### src/rtl/fir_serial_wr_packer.sv
// fir_serial_wr_packer: framed MSB-first serial-to-word packer with 2-entry skid buffer feeding the sample FIFO write port
//   iWCLK/iWRST        write-domain clock, async active-high reset
//   iSDAT/iSVLD/iSFRM  serial bit, bit valid, frame start (first/MSB bit)
//   iCLR               sync clear of sticky oOVF/oFERR (set wins)
//   iFULL              FIFO full
//   oWDAT/oWINC        FIFO write data / write request
//   oOVF/oFERR         sticky: word dropped / partial word aborted
//   oBUSY              collecting a word or buffer non-empty
//   oWCNT              words accepted by the FIFO, wrapping
module fir_serial_wr_packer #(
    parameter int DATAWIDTH = 8,
    parameter int CNTW      = 16
) (
    input  logic                 iWCLK,
    input  logic                 iWRST,
    input  logic                 iSDAT,
    input  logic                 iSVLD,
    input  logic                 iSFRM,
    input  logic                 iCLR,
    input  logic                 iFULL,
    output logic [DATAWIDTH-1:0] oWDAT,
    output logic                 oWINC,
    output logic                 oOVF,
    output logic                 oFERR,
    output logic                 oBUSY,
    output logic [CNTW-1:0]      oWCNT
);
    localparam int CW = $clog2(DATAWIDTH + 1);
    localparam logic [0:0] IDLE  = 1'b0;
    localparam logic [0:0] SHIFT = 1'b1;

    logic [0:0]           state;
    logic [CW-1:0]        cnt;
    logic [DATAWIDTH-1:0] shift, head, tail, word;
    logic [1:0]           occ;
    logic                 push, pop, frmErr;

    assign word   = {shift[DATAWIDTH-2:0], iSDAT};
    // a frame bit always restarts a word, so only non-frame bits can complete one
    assign push   = iSVLD & ~iSFRM & (state == SHIFT) & (cnt == CW'(DATAWIDTH - 1));
    assign frmErr = iSVLD & iSFRM & (state == SHIFT);
    assign oWINC  = occ != 2'd0;
    assign pop    = oWINC & ~iFULL;
    assign oWDAT  = oWINC ? head : '0;
    assign oBUSY  = (state == SHIFT) | oWINC;

    always_ff @(posedge iWCLK or posedge iWRST) begin
        if (iWRST) begin
            state <= IDLE;
            cnt   <= '0;
            shift <= '0;
        end else if (iSVLD) begin
            if (iSFRM) begin
                shift <= {{(DATAWIDTH-1){1'b0}}, iSDAT};
                cnt   <= CW'(1);
                state <= SHIFT;
            end else if (state == SHIFT) begin
                shift <= word;
                cnt   <= push ? '0 : cnt + CW'(1);
                state <= push ? IDLE : SHIFT;
            end
        end
    end

    always_ff @(posedge iWCLK or posedge iWRST) begin
        if (iWRST) begin
            head  <= '0;
            tail  <= '0;
            occ   <= '0;
            oWCNT <= '0;
            oOVF  <= 1'b0;
            oFERR <= 1'b0;
        end else begin
            oFERR <= frmErr | (oFERR & ~iCLR);
            oOVF  <= (push & ~pop & (occ == 2'd2)) | (oOVF & ~iCLR);
            if (pop)
                oWCNT <= oWCNT + CNTW'(1);
            // simultaneous push/pop keeps occupancy; the new word lands behind whatever remains
            if (push & pop) begin
                if (occ == 2'd1) begin
                    head <= word;
                end else begin
                    head <= tail;
                    tail <= word;
                end
            end else if (pop) begin
                head <= tail;
                occ  <= occ - 2'd1;
            end else if (push) begin
                if (occ == 2'd0) begin
                    head <= word;
                    occ  <= 2'd1;
                end else if (occ == 2'd1) begin
                    tail <= word;
                    occ  <= 2'd2;
                end
            end
        end
    end
endmodule

### config.mk
export PLATFORM = sky130hd
export DESIGN_NAME = fir_serial_wr_packer
export DESIGN_NICKNAME = d
export VERILOG_FILES = /design/src/rtl/fir_serial_wr_packer.sv
export SDC_FILE = /design/constraint.sdc
export NUM_CORES = 1
export LEC_CHECK = 0
export CAP_MARGIN = 5
export CELL_PAD_IN_SITES_DETAIL_PLACEMENT = 2
export CELL_PAD_IN_SITES_GLOBAL_PLACEMENT = 2
export CORE_UTILIZATION = 37
export CTS_CLUSTER_DIAMETER = 80
export DETAILED_ROUTE_END_ITERATION = 12
export PLACE_DENSITY_LB_ADDON = 0.08
export SYNTH_ARGS = -nofsm -noshare
export SYNTH_HDL_FRONTEND = slang
export SYNTH_SLANG_ARGS = --single-unit
### constraint.sdc
create_clock -name iWCLK -period 6.2 [get_ports iWCLK]
set_clock_uncertainty 0.2 [all_clocks]
set_input_delay 0.93 -clock iWCLK [delete_from_list [all_inputs] [get_ports iWCLK]]
set_output_delay 0.93 -clock iWCLK [all_outputs]
set_load 0.03 [all_outputs]
After elaboration in Yosys (flattened, before gate mapping) --
Cells that the tools add are included.
Storage, ports and cells: logic and storage cells 72, output and inout bits 28, register bits after elaboration 48, bits of input ports 7
Operators by class: muxes and demuxes 23, equality and inequality tests 6, reductions and logical operators 12, bitwise logic cells 19, add/subtract/negate cells 3
Operators with widths (number):
- 8-bit two-way mux | 11
- 16-bit by 1-bit adder with 16-bit output (second input constant) | 1
- 7-bit two-way mux | 2
- 4-bit two-way mux | 3
- 1-bit AND | 11
- 3-bit nonzero test | 3
- 2-bit two-way mux | 4
- 2-bit nonzero test | 4
- 1-bit NOT | 5
- 4-bit by 1-bit adder with 4-bit output (second input constant) | 1
- 4-bit by 3-bit == test with 1-bit output (second input constant) | 1
- 2-bit inequality test (second input constant) | 2
- 2-bit AND reduction | 2
- 4-bit AND reduction | 1
- 1-bit two-way mux | 3
- 1-bit OR | 3
- 3-bit AND reduction | 1
- 2-bit by 1-bit == test with 1-bit output (second input constant) | 1
- 2-bit == test (second input constant) | 1
- 2-bit zero test | 1
- 2-bit by 1-bit inequality test with 1-bit output (second input constant) | 1
- 2-bit by 1-bit subtractor with 2-bit output (second input constant) | 1

Logic depth before layout (Yosys ltp) --
Gate-level depths: netlist of run 1.
word-level depth 7, gate-level depth with buffers 8, mapped depth without buffers 6

Worst setup path before layout of run 1 --
Ideal clock, no wire load.
kind register to output, start reg occ[0], end out oWDAT[0], slack 3594 ps, arrival 1476 ps, data required time 5070 ps, cell stages (with the launch flop) 6, cells stage by stage dfrtp_1 -> inv_1 -> ha_1 -> buf_2 -> clkbuf_1 -> nor2b_1
On the way: cells in the longest elaborated chain, start to end 2
Ends and longest elaborated chain:
- from (decl) | line 35 | logic [1:0] occ;
- from (signal assigned) | line 88 | occ <= occ - 2'd1;
- 2-bit nonzero test | line 42 | assign oWINC = occ != 2'd0;
- 8-bit two-way mux | line 44 | assign oWDAT = oWINC ? head : '0;
- to (decl) | line 21 | output logic [DATAWIDTH-1:0] oWDAT,
No other way between the ends.

Final worst setup path of run 1 --
start reg occ[0], end out oBUSY
On the way: cells in the longest elaborated chain, start to end 2
Ends and longest elaborated chain:
- 2-bit nonzero test | line 42
- 1-bit OR | line 45 | assign oBUSY = (state == SHIFT) | oWINC;
- to (decl) | line 25 | output logic oBUSY,
No other way between the ends.

==> results of run 1 <==
[flip-flops by register name (all words and copies together), names as in the netlist]
| register | cells |
|---|---|
| oWCNT | 16 |
| head | 8 |
| tail | 8 |
| shift | 7 |
| cnt | 4 |
| occ | 2 |
| oFERR | 1 |
| oOVF | 1 |
| state | 1 |
[metal layers]
| layer | vias to the layer above | wire length [microns] | global-route usage (%) |
|---|---|---|---|
| met1 | 843 | 2476 | 24.08 |
| met2 | 29 | 2736 | 32.12 |
| met5 | - | 0 | 0 |
| met4 | 0 | 75 | 6.964 |
| li1 | 782 | - | - |
| met3 | 7 | 130 | 2.841 |
[through the flow]
step | worst slack [ns] | util [%] | instance area (sq um)
6_report | 2.732 | 46.72 | 2766
5_1_grt | 2.564 | 46.72 | 2766
4_1_cts | 2.673 | 46.72 | 2766
3_5_place_dp | 2.865 | 45.08 | 2669
3_3_place_gp | 2.996 | 45.08 | 2669
2_1_floorplan | 3.594 | - | 2276
[worst max-delay path by stage]
stage,from,end,cells after the start
2_1_floorplan,occ[0],oWDAT[0],5
3_3_place_gp,iSVLD,tail[0],5
3_5_place_dp,iSVLD,tail[2],5
4_1_cts,occ[0],oBUSY,4
5_1_grt,occ[0],oBUSY,4
6_report,occ[0],oBUSY,4
[power by group]
group,leakage [nW],switching (mW),internal (mW)
clock,0.0434,0.109,0.0904
sequential,0.642,0.0496,0.360
combinational,0.562,0.186,0.127
total,1.25,0.344,0.578
[critical path: cells and delay by family (launching register included)]
kind / cells / cell delay (ns)
fa+ha+maj: 1 / 0.66
buf+inv: 2 / 0.79
simple gates: 1 / 0.15
flops: 1 / 0.44
[cell type report]
cell class              instances  area, sq um  share of cell area [%]
multi-input cells             130        980.9                   35.46
repair buffers                 34        340.3                   12.30
well taps                      75        93.84                   3.392
flip-flops and latches         48         1201                   43.42
inverters                      14        52.55                   1.900
clock buffers                   6        82.58                   2.985
clock inverters                 2        15.01                  0.5427
[layout by cell type (no fill, tap or decap), types with 3 or more instances in the layout]
| cell | count |
|---|---|
| a21oi_1 | 6 |
| a221o_1 | 8 |
| a22o_1 | 4 |
| a2bb2oi_1 | 4 |
| and3_1 | 13 |
| and4_1 | 4 |
| clkbuf_8 | 6 |
| clkdlybuf4s50_1 | 34 |
| dfrtp_1 | 48 |
| ha_1 | 5 |
| inv_1 | 13 |
| mux2_2 | 10 |
| nand2_1 | 11 |
| nand3_1 | 4 |
| nand4_1 | 3 |
| nor2b_1 | 9 |
| o21ai_0 | 8 |
| o22ai_1 | 7 |
| xnor2_1 | 12 |
| xor2_1 | 5 |
[cells by family (layout without fill, tap and decap cells)]
group,after synthesis,count (layout),share of synthesized area (%)
simple gates,56,56,15.45
fa+ha+maj,5,5,2.749
mux,10,10,4.948
compound gates,42,42,13.41
buf+inv,24,56,4.123
xor+xnor,17,17,6.542
flops,48,48,52.78
==> metrics.txt, run 1 <==
total grt overflow=0; worst hold stages=1; GPL Wtd Cong=roughly 0.76; initial antenna violation count=0; WHS=between 0.3 and 0.4 ns; Tcrit/Tclk final=55.93%; Netlist Area Pre-Place=~0.0023 sq mm; final non-filler cell total=approximately 310; yosys warns=0; clock-pin slew on the worst setup and hold paths=around 0.090 ns; layout cell share with drive strength beyond 1=10.26%; Setup Viol. Count Final=0; number of synthesized flops with an enable pin=0; Slowest cell on crit path=ha_1; DR vias/cell=between 5 and 6; Initial Util=between 30 and 40%; Achievable Freq=0.2884 GHz; TritonCTS clock tree=yes; latest clock arrival within the worst-skew pair=0.30 ns; Cells after DPL=around 300; Slew Limit Fails=0; CP Class=flip-flop to output pin; Peak VDD IR=~0.19 mV; outcome=finished clean; DP HPWL=around 3.9 mm; Die X=between 80 and 90 microns; Total GRT Usage=between 10% and 20%; worst relative slew slack=about a third; Most used DFF post-synth=dfrtp_1; row count=28; CTS sink count=48; top cells by area, synth=dfrtp_1, mux2_2, xnor2_1; Die Y=80.43 microns; clk buf depth=2; Worst R2R Start=occ[0]; post-synthesis sequential area ratio=roughly 53%; largest net degree at the start of global routing=between 40 and 50; ANT cells=0; Wirelength per Cell=~18 microns; R2R Path End=oWCNT[7]; global-route wire length before repair=a little over 9 mm; Hold Crit Class=flip-flop to flip-flop; FF-to-FF path depth=6; Post-Synthesis Cells=202; Hold-fix buffers, CTS=0; Critical Path End Type=output pin; synth cell count leaders=dfrtp_1, inv_1, and3_1; worst stage delay on the critical path=~0.66 ns; Cell Chain, Critical Path=inv_1, ha_1, nand2b_1, clkdlybuf4s50_1; DRC viols=0; total power=0.9218 mW; leakage=1.247 nW; Post-CTS Resized=0; post-route setup TNS=0 ns; worst-path maximum fanout=19; worst slew pin tran=between 1 and 1.5 ns; Synth Area per Inst=11.27 sq um; async set or reset register ratio after synthesis=between 90% and 100%; CTS Root Cell=clkbuf_8; Syn-to-layout area delta=21.55%; count of final hold-check violations=0; Final min period=roughly 3.5 ns; Worst EP arrival=2.34 ns; min-delay src=oWCNT[15]; nets=245; Fillers=600; postcts setup bufs=0; pwr dens=333.2 mW/mm^2; Netlist cell types=35; reg2reg setup slack=between 3 and 4 ns; top-area cell type share of the netlist area=around 53%; Synth area leader=dfrtp_1; CP Data Required Time=between 5 and 6 ns; Syn Nets=214; # Max-Cap Violations=0; Ports=35; WL final=approximately 5.4 mm; core area=roughly 0.0059 sq mm; Port Buffer Count=34; Hold EP=oWCNT[15]; drt initial violations=39; vias in the first global route=about 1800; first-pass detailed-route iteration total=4; CTS buffer count=5; Synth Register Bits=48; RSZ-0062 raised after global routing=no; most common cell in the netlist=dfrtp_1; DRT antenna net count=0; Startpoint Class=flip-flop; via count=approximately 1700; Die ar.=approximately 0.0065 sq mm; CTS H-tree depth=2
Power figures use the tool's default switching activity.
==> inputs of run 2 (changes only) <==
Settings changed: CORE_UTILIZATION 37 to 35.
Clock period 6.2 ns to 3.3 ns, I/O delays scaled along.
==> metrics.txt, run 2 (same netlist as run 1, synthesis figures left out) <==
outcome=finished clean; Post-CTS Resized=0 (unchanged); TritonCTS clock tree=yes; layout cell share with drive strength beyond 1=11.02% (+0.76 points); largest registers=oWCNT x16, head x8, tail x8; WL final=5.552 mm (+2.5%); post-route setup TNS=0 ns (unchanged); Initial Util=36.05% (-2.4 points); worst-path maximum fanout=17 (-2); Syn-to-layout area delta=21.94%; Tcrit/Tclk final=about nine tenths; Met2 Wirelength=2.838 mm (+3.7%); CP top delay family=buffers and inverters; CTS H-tree depth=2 (unchanged); CTS sink count=48 (unchanged); leakage=1.259 nW (+0.94%); clock-pin slew on the worst setup and hold paths=0.09 ns (about the same); worst relative slew slack=31.93% (about the same); Top Metal Used=met4; CP Class=flip-flop to output pin; Biggest register=oWCNT; GPL Wtd Cong=0.7416 (-1.8%); Final min period=2.964 ns; DRC viols=0 (unchanged); # Max-Cap Violations=0 (unchanged); Hold-fix buffers, CTS=0 (unchanged); nets=248 (+1.2%); Worst R2R Start=occ[0]; DP HPWL=4.147 mm (+5.7%); latest clock arrival within the worst-skew pair=0.29 ns (about the same); met1 wire length=2.540 mm (+2.6%); FF-to-FF path depth=6 (unchanged); clk buf depth=2 (unchanged); register area=0.001201 sq mm (unchanged); Startpoint Class=flip-flop; Fillers=660 (+10%); Slowest cell on crit path=clkdlybuf4s50_1; reg2reg setup slack=0.61 ns (-2.86 ns); Wirelength per Cell=17.74 microns (+1.1%); min-delay src=oWCNT[15]; Achievable Freq=around 0.34 GHz; R2R Path End=oWCNT[7]; worst hold stages=1 (unchanged); DRT antenna net count=0 (unchanged); CTS Root Cell=clkbuf_8; core area=0.006314 sq mm (+6.6%); pwr dens=618.1 mW/mm^2 (+85%); Port Buffer Count=34 (unchanged); most frequent cells in the layout=dfrtp_1, clkdlybuf4s50_1, and3_1, inv_1, xnor2_1; Hold Crit Class=flip-flop to flip-flop; total grt overflow=0 (unchanged); Final Cell Area=0.002775 sq mm (+0.32%); Cell Area, Placed=0.002694 sq mm (+0.94%); Peak VDD IR=0.3810 mV (+100%); DR vias/cell=5.345 (-0.56%); vias in the first global route=1787 (+0.90%); leading cell type in the layout, fill and taps excluded=dfrtp_1; CTS buffer count=5 (unchanged); row count=29 (+3.6%); Multi-input gate area=980.9 sq um (unchanged); Die X=82.64 microns (+2.7%); routed wl met3=144 microns (+11%); Die Y=82.64 microns (+2.7%); postcts setup bufs=0 (unchanged); max FFs per register=16 (unchanged); worst slew pin tran=1.019 ns (-0.001261 ns); drt initial violations=33 (-15%); Slew Limit Fails=0 (unchanged); count of final hold-check violations=0 (unchanged); Critical Path End Type=output pin; ANT cells=0 (unchanged); worst stage delay on the critical path=0.64 ns (-0.02 ns); initial antenna violation count=0 (unchanged); Cell Chain, Critical Path=inv_1, ha_1, nand2b_1, clkdlybuf4s50_1; Hold EP=oWCNT[15]; CP Data Required Time=2.60 ns (-2.47 ns); Total GRT Usage=18.01% (-0.87 points); Die ar.=0.006829 sq mm (+5.6%); total power=1.715 mW (+86%); RSZ-0062 raised after global routing=no; Ports=35 (unchanged); Worst EP arrival=2.27 ns (-0.07 ns); first-pass detailed-route iteration total=4 (unchanged); Setup Viol. Count Final=0 (unchanged); largest net degree at the start of global routing=49 (unchanged); global-route wire length before repair=9.073 mm (-1.1%); CP bufs+invs=2 (unchanged); via count=1673 (+0.72%)
## run 2: changes by cell type in the layout (fill, tap and decap cells not counted)
cell,delta
clkinvlp_4,-1
clkinv_2,+1
buf_4,+3
clkbuf_8,-1
## run 2: how the worst max path moves through the flow
stage / from / end / depth (start not counted)
2_1_floorplan: occ[0] / oWDAT[0] / 5
6_report: occ[0] / oBUSY / 4
3_5_place_dp: iSVLD / tail[4] / 5
5_1_grt: occ[0] / oBUSY / 4
3_3_place_gp: iSVLD / tail[1] / 5
4_1_cts: occ[0] / oBUSY / 4
## run 2: metrics by stage
step	cells	setup slack [ns]	utilization, %	hold WS (ns)
CTS	313	0.3174	43.96	0.3029
global route	313	0.2126	43.96	0.3184
finish	313	0.3355	43.96	0.3024
floorplan	202	1.129	-	0.2717
global placement	306	0.5209	42.67	0.2665
detailed placement	306	0.3874	42.67	0.2903
## run 2: worst register-to-register path: cells and delay by family, from the launching register on
| kind | cells | cell delay (ns) |
|---|---|---|
| buffers and inverters | 1 | 0.13 |
| adders and majority gates | 1 | 0.43 |
| DFF | 1 | 0.44 |
| and+or+nand+nor | 3 | 1.29 |
| xor gates and xnor gates | 1 | 0.14 |
## run 2: layout make-up
class,count,share of cell area [%]
clock buffer,5,2.480
clock inverter,2,0.4509
inverter,14,1.894
multi-input combinational,130,35.35
sequential,48,43.28
tap,77,3.472
timing repair buffer,37,13.07
## run 2: layer usage
layer | vias up | track usage, %
met5 | - | 0
met2 | 27 | 30.90
li1 | 782 | -
met3 | 2 | 4.066
met1 | 862 | 22.73
met4 | 0 | 4.655
## run 2: power by group
part	leakage, nW	internal (mW)	total [mW]	switching (mW)
clock network	0.0400	0.144	0.338	0.194
logic	0.577	0.250	0.606	0.356
registers	0.642	0.676	0.772	0.0955
==> inputs of run 3 (changes only) <==
==> constraint.sdc (replaced) <==
create_clock -name iWCLK -period 3.3 [get_ports iWCLK]
set_clock_uncertainty 0.2 [all_clocks]
set_input_delay 0.66 -clock iWCLK [delete_from_list [all_inputs] [get_ports iWCLK]]
set_output_delay 0.66 -clock iWCLK [all_outputs]
set_load 0.03 [all_outputs]
==> metrics.txt, run 3 (same netlist as run 1, synthesis figures left out) <==
outcome=finished clean; CTS H-tree depth=2 (unchanged); layout cell share with drive strength beyond 1=13.22% (+2.2 points); Initial Util=36.05% (unchanged); Hold-fix buffers, CTS=0 (unchanged); WL final=5.611 mm (+1.1%); Startpoint Class=flip-flop; leading cell type in the layout, fill and taps excluded=dfrtp_1; initial antenna violation count=0 (unchanged); latest clock arrival within the worst-skew pair=0.30 ns (about the same); Hold Crit Class=flip-flop to flip-flop; row count=29 (unchanged); final non-filler cell total=319 (+1.9%); Post-CTS Resized=0 (unchanged); count of final hold-check violations=0 (unchanged); worst relative slew slack=53.37% (+21 points); met2 Resource Use GR=31.31% (+0.41 points); Ports=35 (unchanged); min-delay src=oWCNT[15]; Worst Setup SP=occ[0]; Die Y=82.64 microns (unchanged); Slew Limit Fails=0 (unchanged); worst slew pin tran=0.6985 ns (-0.3210 ns); Die X=82.64 microns (unchanged); drt initial violations=44 (+33%); largest registers=oWCNT x16, head x8, tail x8; reg2reg setup slack=0.81 ns (+0.20 ns); GR peak layer=met2; Die ar.=0.006829 sq mm (unchanged); worst-path maximum fanout=11 (-6); max FFs per register=16 (unchanged); first-pass detailed-route iteration total=4 (unchanged); Wirelength per Cell=17.59 microns (-0.84%); most frequent cells in the layout=dfrtp_1, clkdlybuf4s50_1, and3_1, inv_1, xnor2_1; CP Data Required Time=2.44 ns (-0.16 ns); total grt overflow=0 (unchanged); CP Class=flip-flop to output pin; Cells after DPL=311 (+1.6%); Total GRT Usage=18.53% (+0.52 points); GPL Wtd Cong=0.7306 (-1.5%); post-route setup TNS=0 ns (unchanged); TritonCTS clock tree=yes; WHS=0.2919 ns (-0.01050 ns); vias in the first global route=1834 (+2.6%); Peak VDD IR=0.3514 mV (-7.8%); CTS Root Cell=clkbuf_8; fin util=44.81% (+0.85 points); Worst EP arrival=2.09 ns (-0.18 ns); ANT cells=0 (unchanged); DR vias/cell=5.295 (-0.94%); Achievable Freq=0.3387 GHz (+0.40%); pwr dens=623.8 mW/mm^2 (+0.93%); largest net degree at the start of global routing=33 (-33%); clock-pin slew on the worst setup and hold paths=0.09 ns (about the same); total power=1.765 mW (+2.9%); Worst R2R Start=occ[0]; clk buf depth=2 (unchanged); postcts setup bufs=0 (unchanged); DRC viols=0 (unchanged); Port Buffer Count=34 (unchanged); leakage=1.287 nW (+2.2%); CTS sink count=48 (unchanged); Syn-to-layout area delta=24.30%; DRT antenna net count=0 (unchanged); global-route wire length before repair=9.308 mm (+2.6%); Setup Viol. Count Final=0 (unchanged); met3 GRT Util=3.846% (-0.22 points); # Max-Cap Violations=0 (unchanged); Critical Path End Type=output pin; nets=253 (+2.0%); Final min period=2.953 ns (-0.01177 ns); Biggest register=oWCNT; via count=1689 (+0.96%); core area=0.006314 sq mm (unchanged); Tcrit/Tclk final=89.48% (-0.36 points); met1 Usage GRT=23.76% (+1.0 points); CTS buffer count=5 (unchanged); DP HPWL=4.267 mm (+2.9%); RSZ-0062 raised after global routing=no
==> run 3: cell types whose count changed in the layout (fill, tap and decap cells not counted), sizes merged <==
cell,previous run,this run
clkinvlp,1,2
clkbuf,5,6
clkinv,1,0
buf,3,8
==> run 3: per-layer routing <==
metal / vias up / wire length [microns] / share of wire (%)
met5: - / 0 / 0
met4: 0 / 80 / 1.4
met3: 7 / 149 / 2.7
met2: 30 / 2739 / 49
met1: 858 / 2642 / 47
li1: 794 / - / -
==> run 3: per-stage QoR <==
stage / setup slack [ns] / instance area, sq um
floorplan: 0.9645 / 2276
global placement: 0.6231 / 2731
detailed placement: 0.5590 / 2731
CTS: 0.2882 / 2829
global route: 0.1705 / 2829
finish: 0.3473 / 2829
==> run 3: worst paths after layout <==
kind                             endpoint  cells after the start
min in group asynchronous         head[0]                      2
worst min-delay path            oWCNT[15]                      1
worst max register to register    head[6]                      7
worst min register to register  oWCNT[15]                      1
worst max-delay path             oWDAT[1]                      4
max in group asynchronous        oWCNT[7]                      3
==> run 3: layout make-up <==
class                           instances  area, sq um
Fill cell                             669         3485
Clock inverter                          2        15.01
Multi-Input combinational cell        130        980.9
Timing Repair Buffer                   42        400.4
Clock buffer                            6        82.58
Sequential cell                        48         1201
Tap cell                               77        96.34
Inverter                               14        52.55
==> run 3: power breakdown <==
group	switching (mW)	internal, mW
clock	0.209	0.170
sequential	0.0960	0.676
combinational	0.356	0.258
total	0.661	1.10
==> run 3: critical path, cell delays in order, from the launching register on <==
cell	delay, ns
dfrtp_1	0.45
inv_1	0.12
ha_1	0.35
nor2b_1	0.18
clkdlybuf4s50_1	0.69
